### config.mk
export PLATFORM = sky130hd
export DESIGN_NAME = fetch_prefetch_unit
export DESIGN_NICKNAME = d
export VERILOG_FILES = /design/src/rtl/fetch_pkg.sv /design/src/rtl/fetch_queue.sv /design/src/rtl/fetch_prefetch_unit.sv
export SDC_FILE = /design/constraint.sdc
export NUM_CORES = 1
export LEC_CHECK = 0
export ABC_CLOCK_PERIOD_IN_PS = 3800
export CORE_MARGIN = 2
export CORE_UTILIZATION = 50
export CTS_CLUSTER_DIAMETER = 50
export CTS_CLUSTER_SIZE = 24
export DETAILED_ROUTE_END_ITERATION = 16
export PLACE_DENSITY_LB_ADDON = 0.3
export SLEW_MARGIN = 20
export SYNTH_ARGS = -nofsm -noshare
export SYNTH_HDL_FRONTEND = slang
export SYNTH_SLANG_ARGS = --single-unit
### constraint.sdc
create_clock -name clk -period 3.8 [get_ports clk]
set_clock_uncertainty 0.1 [all_clocks]
set_input_delay 0.95 -clock clk [delete_from_list [all_inputs] [get_ports clk]]
set_output_delay 0.95 -clock clk [all_outputs]
set_load 0.02 [all_outputs]
### src/rtl/fetch_pkg.sv
// Shared types and constants for the prefetching fetch stage.
package fetch_pkg;

    localparam int              XLEN     = 32;
    localparam logic [XLEN-1:0] RESET_PC = 32'h0000_0000;
    localparam logic [XLEN-1:0] PC_INC   = 32'd4;

    typedef struct packed {
        logic [XLEN-1:0] pc;
        logic [XLEN-1:0] instr;
    } fetch_entry_t;

    typedef enum logic {
        IDLE = 1'b0,
        RUN  = 1'b1
    } fetch_state_e;

endpackage

### src/rtl/fetch_queue.sv
// Prefetch ring buffer of {pc, instr} entries; flush empties it in one cycle.
module fetch_queue
    import fetch_pkg::*;
#(
    parameter  int DEPTH = 4,
    localparam int AW    = $clog2(DEPTH)
) (
    input  logic         clk,
    input  logic         reset,
    input  logic         push,
    input  fetch_entry_t push_data,
    input  logic         pop,
    input  logic         flush,
    output fetch_entry_t head,
    output logic [AW:0]  count,
    output logic         full,
    output logic         empty
);

    fetch_entry_t  mem [DEPTH];
    logic [AW-1:0] rd_ptr;
    logic [AW-1:0] wr_ptr;
    logic          do_push;
    logic          do_pop;

    assign empty   = (count == '0);
    assign full    = (count == (AW+1)'(DEPTH));
    assign do_pop  = pop && !empty;
    // A full queue still accepts a push when the head leaves in the same cycle.
    assign do_push = push && (!full || do_pop);
    assign head    = mem[rd_ptr];

    always_ff @(posedge clk or negedge reset) begin
        if (!reset) begin
            rd_ptr <= '0;
            wr_ptr <= '0;
            count  <= '0;
            for (int i = 0; i < DEPTH; i++) mem[i] <= '0;
        end else if (flush) begin
            rd_ptr <= '0;
            wr_ptr <= '0;
            count  <= '0;
        end else begin
            if (do_push) begin
                mem[wr_ptr] <= push_data;
                wr_ptr      <= wr_ptr + 1'b1;
            end
            if (do_pop) rd_ptr <= rd_ptr + 1'b1;
            case ({do_push, do_pop})
                2'b10:   count <= count + 1'b1;
                2'b01:   count <= count - 1'b1;
                default: count <= count;
            endcase
        end
    end

endmodule

### src/rtl/fetch_prefetch_unit.sv
// Decoupled fetch: credit-limited request issue, in-order responses, prefetch queue.
// Optional misaligned-target trap enabled with `define FETCH_MISALIGN_CHK_EN.
module fetch_prefetch_unit #(
    parameter int              XLEN     = fetch_pkg::XLEN,
    parameter int              QDEPTH   = 4,
    parameter int              MAX_OUT  = 2,
    parameter logic [XLEN-1:0] RESET_PC = fetch_pkg::RESET_PC
) (
    input  logic            clk,
    input  logic            reset,
    input  logic            enable_pc,
    input  logic            branch_taken,
    input  logic [XLEN-1:0] alu_out,
    input  logic            excep_taken,
    input  logic [XLEN-1:0] csr_excep,
    output logic            req_valid,
    input  logic            req_ready,
    output logic [XLEN-1:0] req_addr,
    input  logic            rsp_valid,
    input  logic [XLEN-1:0] rsp_data,
    output logic            instr_valid,
    input  logic            instr_ready,
    output logic [XLEN-1:0] instruction,
    output logic [XLEN-1:0] pc_out
`ifdef FETCH_MISALIGN_CHK_EN
    ,
    output logic            fetch_misalign
`endif
);

    import fetch_pkg::*;

    localparam int CW = $clog2(QDEPTH) + 1;
    localparam int OW = $clog2(MAX_OUT + 1);
    localparam int SW = ((CW > OW) ? CW : OW) + 1;

    fetch_state_e    state, state_nxt;
    logic [XLEN-1:0] fetch_pc;
    logic [XLEN-1:0] resp_pc;
    logic [XLEN-1:0] target;
    logic [OW-1:0]   outstanding;
    logic [OW-1:0]   out_nxt;
    logic [OW-1:0]   drop;
    logic [SW-1:0]   credit_used;
    logic [CW-1:0]   q_count;
    logic            redirect;
    logic            req_hs;
    logic            rsp_ok;
    logic            q_push;
    logic            q_pop;
    logic            q_full;
    logic            q_empty;
    logic            trap;
    fetch_entry_t    q_in;
    fetch_entry_t    q_head;

    assign redirect = excep_taken | branch_taken;

`ifdef FETCH_MISALIGN_CHK_EN
    logic misaligned;

    assign target     = excep_taken ? csr_excep : alu_out;
    assign misaligned = |target[1:0];

    // Trap holds until a redirect to an aligned target arrives.
    always_ff @(posedge clk or negedge reset) begin
        if (!reset)        trap <= 1'b0;
        else if (redirect) trap <= misaligned;
    end

    assign fetch_misalign = trap;
`else
    assign target = (excep_taken ? csr_excep : alu_out) & ~XLEN'(3);
    assign trap   = 1'b0;
`endif

    // Queue slots are reserved for every in-flight request, so a response never finds it full.
    assign credit_used = SW'(q_count) + SW'(outstanding);
    assign req_hs      = req_valid && req_ready;
    assign rsp_ok      = rsp_valid && (outstanding != '0);
    assign out_nxt     = outstanding + OW'(req_hs) - OW'(rsp_ok);

    assign q_push = rsp_ok && (drop == '0) && !redirect && !trap;
    assign q_pop  = instr_valid && instr_ready;
    assign q_in   = '{pc: resp_pc, instr: rsp_data};

    fetch_queue #(
        .DEPTH (QDEPTH)
    ) u_queue (
        .clk       (clk),
        .reset     (reset),
        .push      (q_push),
        .push_data (q_in),
        .pop       (q_pop),
        .flush     (redirect),
        .head      (q_head),
        .count     (q_count),
        .full      (q_full),
        .empty     (q_empty)
    );

    always_ff @(posedge clk or negedge reset) begin
        if (!reset) state <= IDLE;
        else        state <= state_nxt;
    end

    always_comb begin
        state_nxt = state;
        req_valid = 1'b0;
        case (state)
            IDLE: if (enable_pc) state_nxt = RUN;
            RUN: begin
                if (!enable_pc) state_nxt = IDLE;
                req_valid = (credit_used < SW'(QDEPTH)) && (outstanding < OW'(MAX_OUT)) && !trap;
            end
            default: state_nxt = IDLE;
        endcase
        if (redirect && enable_pc) state_nxt = RUN;
    end

    // On redirect every request still in flight (including one accepted now) is stale.
    always_ff @(posedge clk or negedge reset) begin
        if (!reset) begin
            fetch_pc    <= RESET_PC;
            resp_pc     <= RESET_PC;
            outstanding <= '0;
            drop        <= '0;
        end else begin
            outstanding <= out_nxt;
            if (redirect) begin
                fetch_pc <= target;
                resp_pc  <= target;
                drop     <= out_nxt;
            end else begin
                if (req_hs)                     fetch_pc <= fetch_pc + XLEN'(PC_INC);
                if (q_push)                     resp_pc  <= resp_pc + XLEN'(PC_INC);
                if (rsp_ok && (drop != '0))     drop     <= drop - 1'b1;
            end
        end
    end

    assign req_addr    = fetch_pc;
    assign instr_valid = !q_empty;
    assign instruction = q_head.instr;
    assign pc_out      = q_head.pc;

    a_no_push_when_full: assert property (
        @(posedge clk) disable iff (!reset) !(q_push && q_full && !q_pop)
    );

endmodule

* After elaboration in Yosys (flattened, before gate mapping) *
Index checks and enable logic that the tools add are counted.

storage, ports and cells
  bits in registers = 332
  input bits = 104
  output and inout bits = 98
  logic and storage cells = 86

cells by class
  add/sub/neg operators = 10
  order comparisons = 5
  equal/unequal tests = 3
  mux-type cells = 22
  bitwise gates (word level) = 4
  reduce and logical (&&, ||, !) cells = 26

operator list
  kind                                                                   number
  256-bit bitwise mux                                                    1
  64-bit 2-to-1 mux                                                      3
  32-bit 2-to-1 mux                                                      5
  64-bit binary-select mux with 2-bit select                             1
  64-bit demux with 2-bit select                                         1
  32-bit by 3-bit adder with 32-bit output (second input constant)       2
  2-bit nonzero test                                                     7
  2-bit 2-to-1 mux                                                       6
  1-bit logical AND                                                      11
  3-bit greater-or-equal comparator (second input constant)              2
  2-bit inverter with 3-bit output                                       2
  3-bit case mux with 2 select lines                                     1
  2-bit by 1-bit adder with 2-bit output (second input constant)         2
  3-bit by 2-bit adder with 4-bit output                                 1
  4-bit by 3-bit < comparator with 1-bit output (second input constant)  1
  3-bit by 1-bit adder with 3-bit output (second input constant)         1
  3-bit == test (second input constant)                                  1
  1-bit zero test                                                        3
  3-bit zero test                                                        1
  3-bit by 1-bit < comparator with 1-bit output (second input constant)  1
  1-bit 2-to-1 mux                                                       3
  3-bit 2-to-1 mux                                                       1
  3-bit nonzero test                                                     1
  3-bit by 1-bit subtractor with 3-bit output (second input constant)    1
  11 further kinds                                                       11

* Longest topological paths before layout *
Gate-level depths: netlist of run 1.

  word-level depth = 9
  depth in mapped cells = 13
  mapped depth without buffers = 11

* By module *
From an unflattened synthesis of run 1, not the netlist that was laid out.

unflattened totals
  cell total of the unflattened synthesis = 1,199
  area, all modules = 16,007.9 um^2

modules (own cells, without submodules)
  module               times used  cells each  area an instance (um^2)  seq. area each (um^2)
  fetch_queue          1           679         11,672.4                 6,581.3
  fetch_prefetch_unit  1           520         4,335.4                  1,626.6

* Least setup slack after synthesis of run 1 *
Ideal clock, no wire load.

  kind = input to register
  start point = input excep_taken
  end point = register u_queue.count[2]
  setup time = 0.082 ns
  arrival = 2.755 ns
  data required time = 3.618 ns
  path slack = 0.863 ns
  stages = 8
  path buffers = 2
  cells stage by stage = clkbuf_1 -> nor2_1 -> clkbuf_1 -> a21oi_1 -> fa_1 -> o32ai_1 -> nand2b_1 -> a31oi_1

between the ends
  cells in the longest elaborated chain, start to end = 7
  elaborated cells between the ends (all ways) = 9
  classes of those cells = eq/ne: 2; mux: 2; bitwise: 1; reduce/logical: 4

RTL lines
  item                                                                       RTL line                   source
  start: declaration                                                         fetch_prefetch_unit.sv:14  input logic excep_taken,
  1-bit OR (*)                                                               fetch_prefetch_unit.sv:57  assign redirect = excep_taken | branch_taken;
  1-bit zero test                                                            fetch_prefetch_unit.sv:83  assign q_push = rsp_ok && (drop == '0) && !redirect && !trap;
  1-bit logical AND                                                          fetch_prefetch_unit.sv:83
  1-bit logical AND                                                          fetch_queue.sv:30          assign do_push = push && (!full || do_pop);
  2-bit by 1-bit == test with 1-bit output or 2-bit == test (tied branches)  fetch_queue.sv:49          case ({do_push, do_pop})
  3-bit case mux with 2 select lines                                         fetch_queue.sv:49
  3-bit 2-to-1 mux                                                           fetch_queue.sv:39          end else if (flush) begin
  end signal: assignment                                                     fetch_queue.sv:50          2'b10: count <= count + 1'b1;
  end signal: assignment                                                     fetch_queue.sv:51          2'b01: count <= count - 1'b1;
  end signal: assignment                                                     fetch_queue.sv:52          default: count <= count;
  end: declaration                                                           fetch_queue.sv:15          output logic [AW:0] count,

Every way passes the cells marked *; elsewhere a longest branch is shown, timed or not.
A chain may end at the register's enable or synchronous reset.

* Final worst setup path of run 1 *
  start point = register u_queue.rd_ptr[0]
  end point = output pc_out[14]

between the ends
  cells in the longest elaborated chain, start to end = 4

RTL lines
  item                                                    RTL line                   source
  start: declaration                                      fetch_queue.sv:21          logic [AW-1:0] rd_ptr;
  start signal: assignment                                fetch_queue.sv:48          if (do_pop) rd_ptr <= rd_ptr + 1'b1;
  2-bit inverter with 3-bit output (not written as such)  fetch_queue.sv:31          assign head = mem[rd_ptr];
  64-bit binary-select mux with 2-bit select              fetch_queue.sv:31
  64-bit 2-to-1 mux (not written as such) (2 in a row)    fetch_queue.sv:31
  end: declaration                                        fetch_prefetch_unit.sv:24  output logic [XLEN-1:0] pc_out

Every way passes these cells. The select of a mux whose other input is x is not followed.

==> results of run 1 <==
==> stage by stage <==
stage	power (mW)	hold WS, ps	setup slack, ps	util (%)	instance area [um^2]
floorplan	5.79	344	863	-	15300
finish	10.4	374	134	61.9	18800
global route	11.0	407	6.70	61.9	18800
detailed placement	7.01	367	593	57.9	17600
CTS	10.6	388	69.0	61.9	18800
global placement	6.92	357	609	57.9	17600
==> layer usage <==
metal / up-vias / global-route usage [%] / wire length (um)
met3: 65 / 4.11 / 2000
met5: - / 0 / 0
li1: 4637 / - / -
met4: 0 / 6.64 / 787
met1: 5267 / 29.6 / 15100
met2: 321 / 37.1 / 16700
==> final cells by class <==
type / instances / area (um^2)
well taps: 396 / 495
multi-input cells: 731 / 6720
repair buffers: 222 / 2290
inverters: 13 / 48.8
flip-flops and latches: 320 / 8010
clock buffers: 40 / 947
fillers: 2313 / 11600
clock inverters: 21 / 259
==> cells in the final DEF (no fill, tap or decap), types with 9 or more instances in the layout <==
cell	instances
dfrtp_1	318
mux2_2	240
clkdlybuf4s50_1	192
mux4_2	62
nand2_1	62
a21oi_1	59
o21ai_0	49
clkbuf_16	37
nand3_1	31
nor2_1	31
a22oi_1	22
nand4_1	19
buf_4	18
xor2_1	14
inv_1	13
a2bb2oi_1	12
buf_12	11
o31ai_1	10
ha_1	10
nor3_1	9
==> worst min path at each step <==
stage                     cells after the start  slack, ps          endpoint
after detailed placement                      2        370  u_queue.mem[125]
after CTS                                     1        390  u_queue.mem[150]
after global routing                          1        410   u_queue.mem[43]
final                                         1        370  u_queue.mem[213]
after floorplan                               2        340  u_queue.mem[102]
after global placement                        2        360  u_queue.mem[253]
==> power by group <==
part           internal, mW  switching (mW)  leakage, nW
clock network          2.06            1.46        0.593
registers              3.89           0.358         4.29
logic                  1.46            1.22         3.53
==> registers in the layout (all words and copies together), names as in the netlist <==
signal	count
u_queue.rd_ptr	2
outstanding	2
drop	2
state	1
req_addr	30
u_queue.mem	248
u_queue.count	3
u_queue.wr_ptr	2
resp_pc	30
==> critical path, cell delays in order (launching register included) <==
cell             delay, ps
dfrtp_4                690
buf_4                  310
mux4_2                 530
clkdlybuf4s50_1        550
==> kinds of logic (layout without fill, tap and decap cells) <==
family	after synthesis	count (layout)	share of synthesized area, %
fa+ha+maj	11	11	0.950
buf+inv	93	296	3.68
mux	306	306	27.1
flops	320	320	52.4
xor+xnor	22	22	1.26
other cells	1	4	0.0245
compound gates	194	194	8.01
simple gates	194	194	6.58
==> summary.md, run 1 <==
| Metric | Value |
|---|---|
| Final worst-path cycle share | 96.5% |
| Post-synth top flop | dfrtp_1 |
| Final net count | 1438 |
| Layout cells sized above 1 | 30.0% |
| Final WL | 34.6 mm |
| Async set-reset flop share out of synthesis | 100% |
| Yosys top cell area share | 52.4% |
| Longest Clk Path Bufs | 3 |
| Max Freq | 0.273 GHz |
| Horiz. Die Dim | 179 um |
| Synth warn | 0 |
| Antenna diodes | 0 |
| CP endpoint kind | output port |
| Rel. slew slack | 47.2% |
| Largest net degree at the start of global routing | 92 |
| Num CTS Buffers | 35 |
| Critical Path Source Type | register |
| DR pass1 iterations | 5 |
| DR vias | 10300 |
| Postcts setup bufs | 0 |
| Setup CP Type | register to output port |
| Initial drt markers | 557 |
| Worst path required time | 2750 ps |
| Worst-Skew Late Latency | 510 ps |
| Cts hold-fix bufs | 0 |
| Vias per Instance | 5.90 |
| Area leader, netlist | dfrtp_1 |
| Syn Std Cell Area | 15300 um^2 |
| Area Overhead vs Synth | 22.9% |
| R2r endpoint | drop[1] |
| Most frequent cell after synthesis | dfrtp_1 |
| Endpoints failing setup | 0 |
| Syn Inst Count | 1141 |
| Clock Pin Slew Worst Setup and Hold Paths | 70 ps |
| Io pins | 202 |
| Routed Antenna Nets | 0 |
| RD Place Congestion | 0.856 |
| Vias in the first global route | 10800 |
| Reg2reg setup slack | 1210 ps |
| Max_cap viols | 0 |
| Final Max Tran Viols | 0 |
| Tightest Pin Transition | 789 ps |
| Max H-tree Level | 2 |
| Die area | 32000 um^2 |
| Worst r2r src | u_queue.count[1] |
| Total clock sinks | 320 |
| Mean area per synthesized cell | 13.4 um^2 |
| DP Cell Count | 1682 |
| Final HPWL DP | 22.5 mm |
| TNS Setup | 0 ps |
| Fin crit period | 3670 ps |
| Site row count | 64 |
| Worst-path maximum fanout | 18 |
| Crit path to | pc_out[14] |
| Placeable Area | 30300 um^2 |
| Cells on worst reg2reg path | 12 |
| Layout Cells excl Fill | 1743 |
| EDFF count, synth | 0 |
| PD cells | 556 nW/um^2 |
| Post-synthesis sequential area ratio | 52.4% |
| Post-synth cell types | 60 |
| Synth area leaders | dfrtp_1 (52%), mux2_2 (18%), mux4_2 (9.1%), a21oi_1 (1.9%), buf_6 (1.8%) |
| Leak Pwr | 8.41 nW |
| First-pass GRT wire length | 56.2 mm |
| Synth top cells by count | dfrtp_1 (320), mux2_2 (240), mux4_2 (62), nand2_1 (62), a21oi_1 (59) |
| Post-cts sizing count | 0 |
| Grt ovf | 0 |
| Routed length per instance | 19.8 um |
| IO Port Bufs | 193 |
| Initial antenna violation count | 0 |
| Synth Register Bits | 320 |
| Final hold vios | 0 |
| TritonCTS clock tree | yes |
| CP arrival | 2620 ps |
| Crit path from | u_queue.rd_ptr[0] |
| RSZ-0062 raised after global routing | no |
| Clock Tree Root | clkbuf_16 |
| Hold Path Class | primary input to asynchronous set/reset pin |
| Run status | completed |
| Initial Utilization | 50.4% |
| Die height | 179 um |
| VDD IR-drop max | 0.300 mV |
| GRT Util Overall | 22.2% |
| Drt drc | 0 |
No activity file was read; power rests on OpenSTA's default activity.
==> inputs of run 2 (changes only) <==
--- a/config.mk
+++ b/config.mk
@@ -6,6 +6,7 @@
 export NUM_CORES = 1
 export LEC_CHECK = 0
 export ABC_CLOCK_PERIOD_IN_PS = 3800
+export CAP_MARGIN = 15
 export CORE_MARGIN = 2
 export CORE_UTILIZATION = 50
 export CTS_CLUSTER_DIAMETER = 50
==> results of run 2 <==
Same layout as run 1: the final DEF is identical, and so are final timing and power.
==> inputs of run 3 (changes only) <==
--- a/config.mk
+++ b/config.mk
@@ -6,7 +6,7 @@
 export NUM_CORES = 1
 export LEC_CHECK = 0
 export ABC_CLOCK_PERIOD_IN_PS = 3800
-export CAP_MARGIN = 15
+export CAP_MARGIN = 10
 export CORE_MARGIN = 2
 export CORE_UTILIZATION = 50
 export CTS_CLUSTER_DIAMETER = 50
==> results of run 3 <==
Same layout as run 1: the final DEF is identical, and so are final timing and power.
==> RTL change 1, RTL diff (settings of run 1) <==
Add a define of `FETCH_MISALIGN_CHK_EN`.
--- a/src/rtl/fetch_prefetch_unit.sv
+++ b/src/rtl/fetch_prefetch_unit.sv
@@ -1,4 +1,6 @@
 // Decoupled fetch: credit-limited request issue, in-order responses, prefetch queue.
 // Optional misaligned-target trap enabled with `define FETCH_MISALIGN_CHK_EN.
+`define FETCH_MISALIGN_CHK_EN
+
 module fetch_prefetch_unit #(
     parameter int              XLEN     = fetch_pkg::XLEN,
Behaviour (old outputs only; new: fetch_misalign): not the same (Yosys sat finds a counterexample within 4 cycles, from zero or initial values and one cycle with reset low).
==> RTL change 1 against run 1 <==
  * Global-route usage rose by 0.97 points
  * Wire length rose by 8.1%
  * Sequential cell count rose by 11
  * Power fell by 5.0%
  * Area after synthesis rose by 4.4%
  * Die area rose by 4.3%
  * Clock power barely moved
  * Critical path depth did not move
  * Setup slack improved by 0.023 ns
  * First-iteration DRC count rose by 26%
  * Cell area rose by 4.4%
  * Count of clock-buffer cells in the layout fell by 1
  * Critical endpoint is now instruction[5]
  * Largest cell class unchanged
==> RTL change 1: results <==
group,metric,value,unit
cells_and_area,fill_cells,2372,
power,cellLeakagePower,0.00892,uW
detailed_routing,dr.first_iter.drc_count,701,
grt,grt_usage,23.2,%
cells_and_area,area_growth,22.9,%
cells_and_area,seq_area_share,42.3,%
clock_network,clock_latency,0.53,ns
setup_path,timing.rr.end,"u_queue.mem[50]$_DFFE_PN0P_",
synth,ys_types,66,
cells_and_area,buffers_excl_clock,235,
power,ir_worst_vdd,257,uV
synth,yosys-top-cells-count,"dfrtp_1 (331), mux2_2 (212), a21oi_1 (77)",
cells_and_area,clock_area_share,6.15,%
sta,setup_ws,0.157,ns
run_status,status,"completed",
cells_and_area,design.seq.count,331,
setup_path,reg2reg_from,"drop[0]$_DFFE_PN0P_",
cells_and_area,inverters,20,
detailed_routing,wl_met1,16600,um
cells_and_area,largest_reg_flops,256,
detailed_routing,wl_met2,18000,um
power,p_sw_share,29.3,%
detailed_routing,met3WireLength,2120,um
place,postPlaceCellArea,18400,um^2
cells_and_area,nonClkBufAreaFrac,12.4,%
cells_and_area,multi_input_area_share,36.3,%
place,dp_slack,0.261,ns
place,gp_congestion,0.901,
cells_and_area,nClkBuffers,39,
place,dp_hpwl,25200,um
grt,grt_first_pass_wirelength,61600,um
sta,tightest_slew,0.861,ns
synth,seq_area_frac_synth,51.9,%
grt,grt_pass1_vias,11400,
detailed_routing,vias_per_cell,6.00,
setup_path,reg2reg_slack,1.11,ns
detailed_routing,wirelength,37400,um
power,clock_power,3510,uW
[RTL change 1: routing by layer]
layer | vias up | track usage, %
li1 | 4924 | -
met1 | 5581 | 32.4
met2 | 369 | 38.6
met3 | 49 | 3.67
met4 | 0 | 4.94
met5 | - | 0
[RTL change 1: cells by family after synthesis]
family / share of synthesized area [%]
AO/OA/AOI/OAI: 9.02
XOR/XNOR: 0.659
adder cells (fa/ha/maj): 0.910
buffers and inverters: 3.54
flip-flops: 51.9
multiplexers: 27.4
AND/OR/NAND/NOR: 6.62
[RTL change 1: stage by stage]
step / std cells / total power, uW / hold WS (ns)
finish: 1819 / 9920 / 0.348
CTS: 1819 / 10000 / 0.356
global route: 1819 / 10400 / 0.395
global placement: 1755 / 6430 / 0.368
detailed placement: 1755 / 6480 / 0.375
floorplan: 1194 / 5400 / 0.359
[RTL change 1: critical path, stage by stage, from the launching register on]
cell	delay, ns
dfrtp_4	0.64
buf_12	0.31
mux4_2	0.55
clkdlybuf4s50_1	0.56
==> RTL change 2, RTL diff (flow settings as in run 1) <==
Without the edit above. The parameter `MAX_OUT` goes from 2 to 4.
--- a/src/rtl/fetch_prefetch_unit.sv
+++ b/src/rtl/fetch_prefetch_unit.sv
@@ -4,5 +4,5 @@
     parameter int              XLEN     = fetch_pkg::XLEN,
     parameter int              QDEPTH   = 4,
-    parameter int              MAX_OUT  = 2,
+    parameter int              MAX_OUT  = 4,
     parameter logic [XLEN-1:0] RESET_PC = fetch_pkg::RESET_PC
 ) (
Function: changed (a bounded check fails within 4 cycles, from zero or initial values and one cycle with reset low).
==> RTL change 2 against run 1 <==
  * Sequential share of layout area fell by 0.79 points
  * First-iteration DRC count increased by 16%
  * Sequential cell count up 2
  * Power down 5.8%
  * Count of clock-buffer cells in the layout rose by 1
  * Setup slack better by 0.098 ns
  * Area after synthesis grew 2.8%
  * Cell area grew 2.5%
  * Wire length is 5.3% higher
  * Via count is 4.2% higher
  * Largest power group unchanged
==> RTL change 2: results <==
group,metric,value,unit
run_status,status,"completed",
setup_path,timing.rr.end,"drop[2]$_DFFE_PN0P_",
setup_path,crit_fanout,21,
cells_and_area,area_growth,22.6,%
place,dp.cells,1734,
power,ir_worst_vdd,310,uV
synth,ys_types,69,
cells_and_area,multi_input_area_share,36.7,%
synth,synth_compound_area_share,9.00,%
cells_and_area,drive_above_1_share,13.4,%
setup_path,reg2reg_from,"outstanding[2]$_DFF_PN0_",
cells_and_area,fill_cells,2370,
setup_path,crit_arrival,2.52,ns
synth,synth_fa_ha_area_share,1.21,%
sta,holdWs,0.332,ns
cells_and_area,layoutNonFillerInstCount,1798,
synth,synth_xor_area_share,0.614,%
synth,ys_top_cells_by_area,"dfrtp_1 (51%), mux2_1 (18%), mux4_2 (8.9%)",
synth,synthMuxAreaShare,27.0,%
place,gp_congestion,0.890,
place,dp_hpwl,25100,um
detailed_routing,vias,10700,
detailed_routing,dr.first_iter.drc_count,647,
cells_and_area,nClkBuffers,41,
setup_path,endpoint,"pc_out[25]",
detailed_routing,dr.pass1.iters,4,
grt,grt_usage,22.7,%
setup_path,reg2reg_slack,0.68,ns
place,dp_slack,0.366,ns
detailed_routing,wl_per_cell,20.2,um
sta,fin_crit_sh,93.9,%
cells_and_area,seqCellArea,8060,um^2
grt,grt_max_degree,94,
synth,yosys-top-cells-count,"dfrtp_1 (322), mux2_1 (248), a21oi_1 (70)",
cells_and_area,buffers_excl_clock,232,
cells_and_area,nonClkBufAreaFrac,12.3,%
synth,synth_enable_flop_cells,0,
clock_network,cts_sinks,322,
place,postPlaceCellArea,18100,um^2
sta,tns,0,ns
power,cellLeakagePower,0.00886,uW
sta,tightest_slew,0.728,ns
synth,ys_warn_count,0,
cells_and_area,multi_input_comb_cells,763,
cells_and_area,clock_area_share,6.18,%
setup_path,startpoint,"u_queue.rd_ptr[1]$_DFFE_PN0P_",
synth,syn-instance-count,1185,
grt,grt_first_pass_wirelength,59900,um
cells_and_area,largest_reg_flops,248,
cells_and_area,nets,1494,
setup_path,critPathSlowestCell,"dfrtp_2",
cells_and_area,inverters,21,
setup_path,ff2ff_path_depth,13,
setup_path,slowest_delay,0.79,ns
clock_network,numCtsBuffers,36,
synth,seq_area_frac_synth,51.3,%
## RTL change 2: cell types whose count changed in the layout (fill, tap and decap cells not counted), sizes merged, moves of 7 or more
cell	delta
mux2	+8
a21oi	+11
o21ai	-8
buf	+10
inv	+7
xor2	-10
## RTL change 2: power by group
part	leakage [uW]	total, uW	switching, uW	internal (uW)
registers	0.00436	4130	329	3800
logic	0.00393	2250	1080	1170
clock network	0.000573	3460	1500	1960
## RTL change 2: layer usage
metal	wire [um]	global-route usage, %	up-vias
li1	-	-	4843
met1	15900	31.2	5445
met2	17400	37.4	365
met3	2240	3.91	66
met4	879	6.31	0
met5	0	0	-
## RTL change 2: cells by family (layout without fill, tap and decap cells)
| logic type | count (synthesis) | count (layout) |
|---|---|---|
| compound gates | 214 | 214 |
| buf+inv | 103 | 317 |
| fa+ha+maj | 14 | 14 |
| simple gates | 205 | 205 |
| mux | 315 | 315 |
| xor+xnor | 11 | 11 |
| other cells | 1 | 4 |
| flops | 322 | 322 |
